[src/rtl/seq_detector_param.sv]
// seq_detector_param
// Runtime-programmable serial bit-pattern detector. Each accepted bit shifts
// into a history register. A match is flagged when the last `len` eligible
// bits equal the programmed pattern. The match flag is registered (stage 1)
// and then emitted as a one-cycle pulse (stage 2). A saturating counter
// records the number of detections.
// The history register and the fill counter together act as the state
// machine, so no enumerated state register is needed.
module seq_detector_param #(
  parameter int                 MAX_LEN     = 8,
  parameter int                 LEN_W       = $clog2(MAX_LEN + 1),
  parameter int                 CNT_W       = 8,
  parameter logic [MAX_LEN-1:0] DEF_PATTERN = 'b1011,
  parameter int                 DEF_LEN     = 4,
  parameter bit                 DEF_OVERLAP = 1'b0
) (
  input  logic               clk,
  input  logic               reset,
  input  logic               seq_in,
  input  logic               seq_valid,
  input  logic               cfg_load,
  input  logic [MAX_LEN-1:0] cfg_pattern,
  input  logic [LEN_W-1:0]   cfg_len,
  input  logic               cfg_overlap,
  output logic               detect_out,
  output logic [CNT_W-1:0]   match_count
);

  // The fill counter and the stored length only ever need to reach MAX_LEN.
  localparam int FILL_W = $clog2(MAX_LEN + 1);
  localparam logic [FILL_W-1:0] FILL_MAX = FILL_W'(MAX_LEN);
  localparam int DEF_LEN_I = (DEF_LEN < 1) ? 1 : ((DEF_LEN > MAX_LEN) ? MAX_LEN : DEF_LEN);
  localparam logic [FILL_W-1:0] DEF_LEN_C = FILL_W'(DEF_LEN_I);

  // Active configuration.
  logic [MAX_LEN-1:0] r_pat;
  logic [FILL_W-1:0]  r_len;
  logic               r_ovl;

  // Datapath and pipeline state.
  logic [MAX_LEN-1:0] r_hist;
  logic [FILL_W-1:0]  r_fill;
  logic               r_match_q;
  logic               r_detect;
  logic [CNT_W-1:0]   r_count;

  // Combinational helpers.
  logic [FILL_W-1:0]  w_cfg_len;
  logic [MAX_LEN-1:0] w_hist_next;
  logic [FILL_W-1:0]  w_fill_next;
  logic [MAX_LEN-1:0] w_mask;
  logic               w_accept;
  logic               w_match;

  // Clamp the requested length into 1..MAX_LEN before it is stored.
  always_comb begin
    // NOTE: every signal assigned in always_comb gets a default first, so no
    // path through the block can leave it unassigned and infer a latch.
    w_cfg_len = FILL_W'(cfg_len);
    if (cfg_len == '0) begin
      w_cfg_len = FILL_W'(1);
    end else if (int'(cfg_len) > MAX_LEN) begin
      w_cfg_len = FILL_MAX;
    end
  end

  // A configuration load overrides any bit offered on the same edge.
  assign w_accept    = seq_valid & ~cfg_load;
  assign w_hist_next = {r_hist[MAX_LEN-2:0], seq_in};
  assign w_fill_next = (r_fill == FILL_MAX) ? r_fill : r_fill + 1'b1;
  // Low `len` bits set. A shift by MAX_LEN yields all ones, so the full
  // length needs no special case.
  assign w_mask      = ~({MAX_LEN{1'b1}} << r_len);
  assign w_match     = w_accept
                     & (w_fill_next >= r_len)
                     & (((w_hist_next ^ r_pat) & w_mask) == '0);

  // Active configuration register: defaults at reset, replaced on cfg_load.
  always_ff @(posedge clk or posedge reset) begin
    if (reset) begin
      r_pat <= DEF_PATTERN;
      r_len <= DEF_LEN_C;
      r_ovl <= DEF_OVERLAP;
    end else if (cfg_load) begin
      // NOTE: sequential state uses non-blocking assignments, so every
      // register samples the pre-edge values regardless of statement order.
      r_pat <= cfg_pattern;
      r_len <= w_cfg_len;
      r_ovl <= cfg_overlap;
    end
  end

  // History shift, fill tracking and stage-1 match flag.
  always_ff @(posedge clk or posedge reset) begin
    if (reset) begin
      r_hist    <= '0;
      r_fill    <= '0;
      r_match_q <= 1'b0;
    end else if (cfg_load) begin
      r_hist    <= '0;
      r_fill    <= '0;
      r_match_q <= 1'b0;
    end else begin
      r_match_q <= w_match;
      if (w_accept) begin
        r_hist <= w_hist_next;
        // In non-overlapping mode a match consumes its bits.
        r_fill <= (w_match && !r_ovl) ? '0 : w_fill_next;
      end
    end
  end

  // Stage 2: emit the pulse and count it. A load edge still lets a pending
  // match out, but the counter clears instead of counting that match.
  always_ff @(posedge clk or posedge reset) begin
    if (reset) begin
      r_detect <= 1'b0;
      r_count  <= '0;
    end else begin
      r_detect <= r_match_q;
      if (cfg_load) begin
        r_count <= '0;
      end else if (r_match_q && (r_count != '1)) begin
        r_count <= r_count + 1'b1;
      end
    end
  end

  assign detect_out  = r_detect;
  assign match_count = r_count;

endmodule
[config.mk]
export PLATFORM = sky130hd
export DESIGN_NAME = seq_detector_param
export DESIGN_NICKNAME = d
export VERILOG_FILES = /design/src/rtl/seq_detector_param.sv
export SDC_FILE = /design/constraint.sdc
export NUM_CORES = 1
export LEC_CHECK = 0
export CAP_MARGIN = 15
export CORE_MARGIN = 10
export CORE_UTILIZATION = 30
export CTS_CLUSTER_DIAMETER = 100
export DETAILED_ROUTE_END_ITERATION = 10
export PLACE_DENSITY = 0.46
export SLEW_MARGIN = 30
export SYNTH_ARGS = -nofsm -noshare
export SYNTH_HDL_FRONTEND = slang
export SYNTH_SLANG_ARGS = --single-unit
export TNS_END_PERCENT = 100
[constraint.sdc]
create_clock -name clk -period 3.2 [get_ports clk]
set_input_delay 0.48 -clock clk [delete_from_list [all_inputs] [get_ports clk]]
set_output_delay 0.48 -clock clk [all_outputs]
set_load 0.05 [all_outputs]
== Word-level counts from Yosys, hierarchy flattened ==
Cells that the tools add are included.

* Register bits after elaboration: 34
* Output and inout bits: 9
* Word-level logic and storage cells: 40

* Add/subtract/negate cells: 2
* $lt $le $gt $ge: 2
* Eq/ne operators: 2
* Shift-type cells: 1
* Multiplexer cells: 11
* Bitwise logic cells: 7
* Reduce and logical (&&, ||, !) cells: 7

{| class="wikitable"
|+ Operator list
! operator !! number
|-
| $mux W4 || 6
|-
| $mux W8 || 2
|-
| $mux W7 || 2
|-
| $add A8 B1 Y8 const B || 1
|-
| $and A8 B8 Y8 || 1
|-
| $logic_not A8 Y1 || 1
|-
| $ne A8 B8 Y1 const B || 1
|-
| $not A8 Y8 || 1
|-
| $shl A8 B4 Y8 const A || 1
|-
| $xor A8 B8 Y8 || 1
|-
| $add A4 B1 Y4 const B || 1
|-
| $eq A4 B4 Y1 const B || 1
|-
| $ge A4 B4 Y1 || 1
|-
| $gt A4 B4 Y1 const B || 1
|-
| $logic_not A4 Y1 || 1
|-
| $reduce_bool A2 Y1 || 2
|-
| $and A1 B1 Y1 || 3
|-
| $logic_and A1 B1 Y1 || 2
|-
| $logic_not A1 Y1 || 1
|-
| $mux W1 || 1
|-
| $not A1 Y1 || 1
|}

== Logic depth before layout (Yosys ltp) ==
* Depth after elaboration: 9
* Depth in mapped cells: 11

== Worst setup path after synthesis ==
No wires, ideal clock.

* Kind: reg2reg
* Start point: reg r_fill[0]
* End point: reg r_fill[0]
* Library setup time: 0.086 ns
* Data arrival time: 2.084 ns
* Setup slack: 1.030 ns
* Stages on the path, launching flop included: 12
* Clock period less this slack: 2.170 ns
* Cells stage by stage: dfrtp_1 > inv_1 > ha_1 > nand2_1 > nor2_1 > xnor2_1 > ha_1 > nand2b_1 > a2111o_1 > nand4b_4 > nor3_4 > nor3_1

* Cells in the longest elaborated chain, start to end: 9
* Elaborated cells between the ends (all ways): 10

{| class="wikitable"
|+ Ends and longest elaborated chain
! item !! RTL line !! source
|-
| from (decl) || 42 || <nowiki>logic [FILL_W-1:0] r_fill;</nowiki>
|-
| from (signal assigned) || 108 || <nowiki>r_fill <= (w_match && !r_ovl) ? '0 : w_fill_next;</nowiki>
|-
| $add A4 B1 Y4 / $eq A4 B4 Y1 (equally long branches) || 70 || <nowiki>assign w_fill_next = (r_fill == FILL_MAX) ? r_fill : r_fill + 1'b1;</nowiki>
|-
| $mux W4 * || 70 ||
|-
| $ge A4 B4 Y1 || 75 || <nowiki>& (w_fill_next >= r_len)</nowiki>
|-
| $and A1 B1 Y1 || 75 ||
|-
| $and A1 B1 Y1 || 76 || <nowiki>& (((w_hist_next ^ r_pat) & w_mask) == '0);</nowiki>
|-
| $logic_and A1 B1 Y1 || 108 ||
|-
| $mux W4 * || 108 ||
|-
| $mux W4 * || 105 || <nowiki>if (w_accept) begin</nowiki>
|-
| $mux W4 * || 99 || <nowiki>end else if (cfg_load) begin</nowiki>
|}

Mark *: on every way between the ends. The rest lies on a longest branch, timed or not. The select of a mux whose other input is x is not followed.
A chain may end at the register's enable or synchronous reset.

== Worst setup path in the final report ==
Same ends and word-level chain as after synthesis.

==> metrics.yaml <==
routabilityCongestion: 0.791
cts_resized: 0
seq_area_frac_synth_pct: 47.6
die_h_um: 97.4
htreeDepth: 2
ctsHoldBuffers: 0
core-area_um2: 5890
critPathCaptureType: "flop"
slowest_delay_ns: 0.44
p_per_area_nw_per_um2: 440
ys_warn_count: 0
hold_path_class: "reg -> reg"
setup.worst_path.class: "reg -> reg"
final_hold_viol_count: 0
grt_pass1_wl_um: 6790
top_layer_used: "met4"
wl_met3_um: 120
antenna_found_initial: 0
syn_to_final_growth_pct: 24.9
fin_ws_ns: 0.854
utilization_pct: 38.2
port_buffers: 26
post-place-ws_ns: 0.827
antennaDiodeCount: 0
drc: 0
clk_latency_ns: 0.29
path_cells: "inv_1, ha_1, nand2_1, nor2_1, xnor2_1, ha_1, nand2b_1, a2111o_1, nand4b_4, nor3_4, nor3_1"
finalCriticalPeriod_ns: 2.35
cts_root_buf: "clkbuf_8"
final_cells: 274
drv_cap: 0
routed_via_density: 4.67
crit_fanout: 5
numCtsBuffers: 5
fmax_mhz: 426
fillers: 576
antenna_left: 0
wl_per_cell_um: 14.5
slew_viol_final: 0
vias: 1279
leakagePower_nw: 0.957
ys_seq_elements: 34
synth_top_area_cell: "dfrtp_1"
place_hpwl_um: 2920
setup_tns_ns: 0
wl_met1_um: 1830
dp_cells: 266
fp.dieW_um: 97.4
cts.sinks: 34
grt_pass1_vias: 1385
clkTransAtPathRegs_ns: 0.07
drtIter0Drc: 28
synthCells: 169
synthArstFlopShare_pct: 100
synth_edf_count: 0
ys_dominant_reg_cell: "dfrtp_1"
fin_nets: 223
dr.pass1.iters: 4
synth_area_leaders: "dfrtp_1 42%, mux2i_1 6.7%, dfstp_2 5.8%"
drive_gt1_share_pct: 13.6
max-slew-margin-rel_pct: 66.6
drt_wl_total_um: 3970
netlist_area_um2: 1800
seqCellArea_um2: 856
cp.required_ns: 3.40
vdd_drop_max_uv: 176
io_pins: 27
finalSetupViolations: 0
synth_nets: 194
multi_input_area_um2: 866
slowest_stage: "a2111o_1"
grt_usage_pct: 8.81
start_util_pct: 30.5
fin_crit_sh_pct: 73.3
tightestPinTransition_ns: 0.500
status: "completed"
clk_path_buf_depth: 2
cts_tree: "done"
finalPower_uw: 988
start_kind: "flop"
fin_skew_ns: 0.00535
gr-total-overflow: 0
synth_cell_types: 34
yosys.area.top_type_share_pct: 41.8
die-area_um2: 9490
cp.arrival_ns: 2.55
rsz0062_at_grt: "false"
synth.avg_cell_area_um2: 10.6
num_rows: 28
grt_max_degree: 35
crit_top_cell: "ha_1"
wl_met2_um: 1990
postCtsSetupBuffers: 0
==> worst max-delay path: cells and delay by family (launching register included) <==
| family | cells | cell delay [ns] |
|---|---|---|
| adders and majority gates | 2 | 0.40 |
| AOI/OAI and AO/OA | 1 | 0.44 |
| and+or+nand+nor | 6 | 0.72 |
| xor gates and xnor gates | 1 | 0.14 |
| buffers and inverters | 1 | 0.14 |
| DFF | 1 | 0.42 |
==> layout by cell type, fill, tap and decap left out, types with 3 or more instances in the layout <==
master	n
nand3_1	6
mux2_2	8
buf_4	3
dfrtp_1	30
xor2_1	7
o22ai_1	3
ha_1	7
nor2_1	17
mux2i_1	12
o21ai_0	7
inv_1	10
dfstp_2	4
clkbuf_8	8
nor3_1	9
clkdlybuf4s50_1	26
nand2_1	10
xnor2_1	9
==> metrics by stage <==
step	hold WS (ns)	cell area (um2)
global placement	0.432	2140
CTS	0.450	2250
finish	0.449	2250
detailed placement	0.436	2140
global route	0.471	2250
floorplan	0.392	1800
==> path summary, 6_finish.rpt <==
path | from | to | slack [ns] | cells after the start
setup / recovery | r_fill[0]$_DFFE_PP0P_ | r_fill[0]$_DFFE_PP0P_ | 0.85 | 11
hold / removal | r_match_q$_DFF_PP0_ | detect_out$_DFF_PP0_ | 0.45 | 0
setup reg to reg | r_fill[0]$_DFFE_PP0P_ | r_fill[0]$_DFFE_PP0P_ | 0.85 | 11
hold reg to reg | r_match_q$_DFF_PP0_ | detect_out$_DFF_PP0_ | 0.45 | 0
max in group asynchronous | reset | r_pat[0]$_DFFE_PP1P_ | 2.28 | 3
min in group asynchronous | reset | r_hist[3]$_DFFE_PP0P_ | 0.59 | 3
==> cell families after synthesis <==
logic type,after synthesis,share of synthesized area (%)
AOI/OAI and AO/OA,23,8.91
and+or+nand+nor,52,14.9
xor gates and xnor gates,16,7.79
DFF,34,47.6
buffers and inverters,17,4.25
adders and majority gates,7,4.87
muxes,20,11.7
==> cell usage after synthesis (2+ instances only) <==
master and instances:
mux2i_1 12, nand3_1 6, dfstp_2 4, o21a_1 2, buf_1 2, o22ai_1 3
buf_2 4, o2111ai_1 2, a21oi_1 2, nor3_1 9, ha_1 7, dfrtp_1 30
nand2b_1 2, nor2_1 17, xnor2_1 9, inv_1 10, o21ai_0 7, or3_1 2
xor2_1 7, mux2_2 8, nand2_1 10, nand4_1 2
==> report_power, final <==
part | switching (mW) | leakage (nW) | internal (mW)
clock | 0.155 | 0.0575 | 0.217
sequential | 0.0226 | 0.441 | 0.454
combinational | 0.0682 | 0.458 | 0.0712
total | 0.245 | 0.957 | 0.742
==> sequential cells by signal, indices dropped and copies added (netlist names) <==
signal,count
detect_out,1
match_count,8
r_fill,4
r_hist,7
r_len,4
r_match_q,1
r_ovl,1
r_pat,8
==> area by class of cell <==
cell class              count  share of cell area [%]
repair buffers             29                    12.6
well taps                  75                    4.18
clock buffers               8                    4.90
inverters                  10                    1.67
flip-flops and latches     34                    38.1
multi-input cells         118                    38.6
==> layer usage <==
| layer | vias to the layer above | global-route usage, % |
|---|---|---|
| met5 | - | 0 |
| met2 | 14 | 14.2 |
| li1 | 644 | - |
| met3 | 4 | 2.84 |
| met1 | 617 | 10.5 |
| met4 | 0 | 3.69 |
Note: power is estimated with default switching activity, not from simulation.
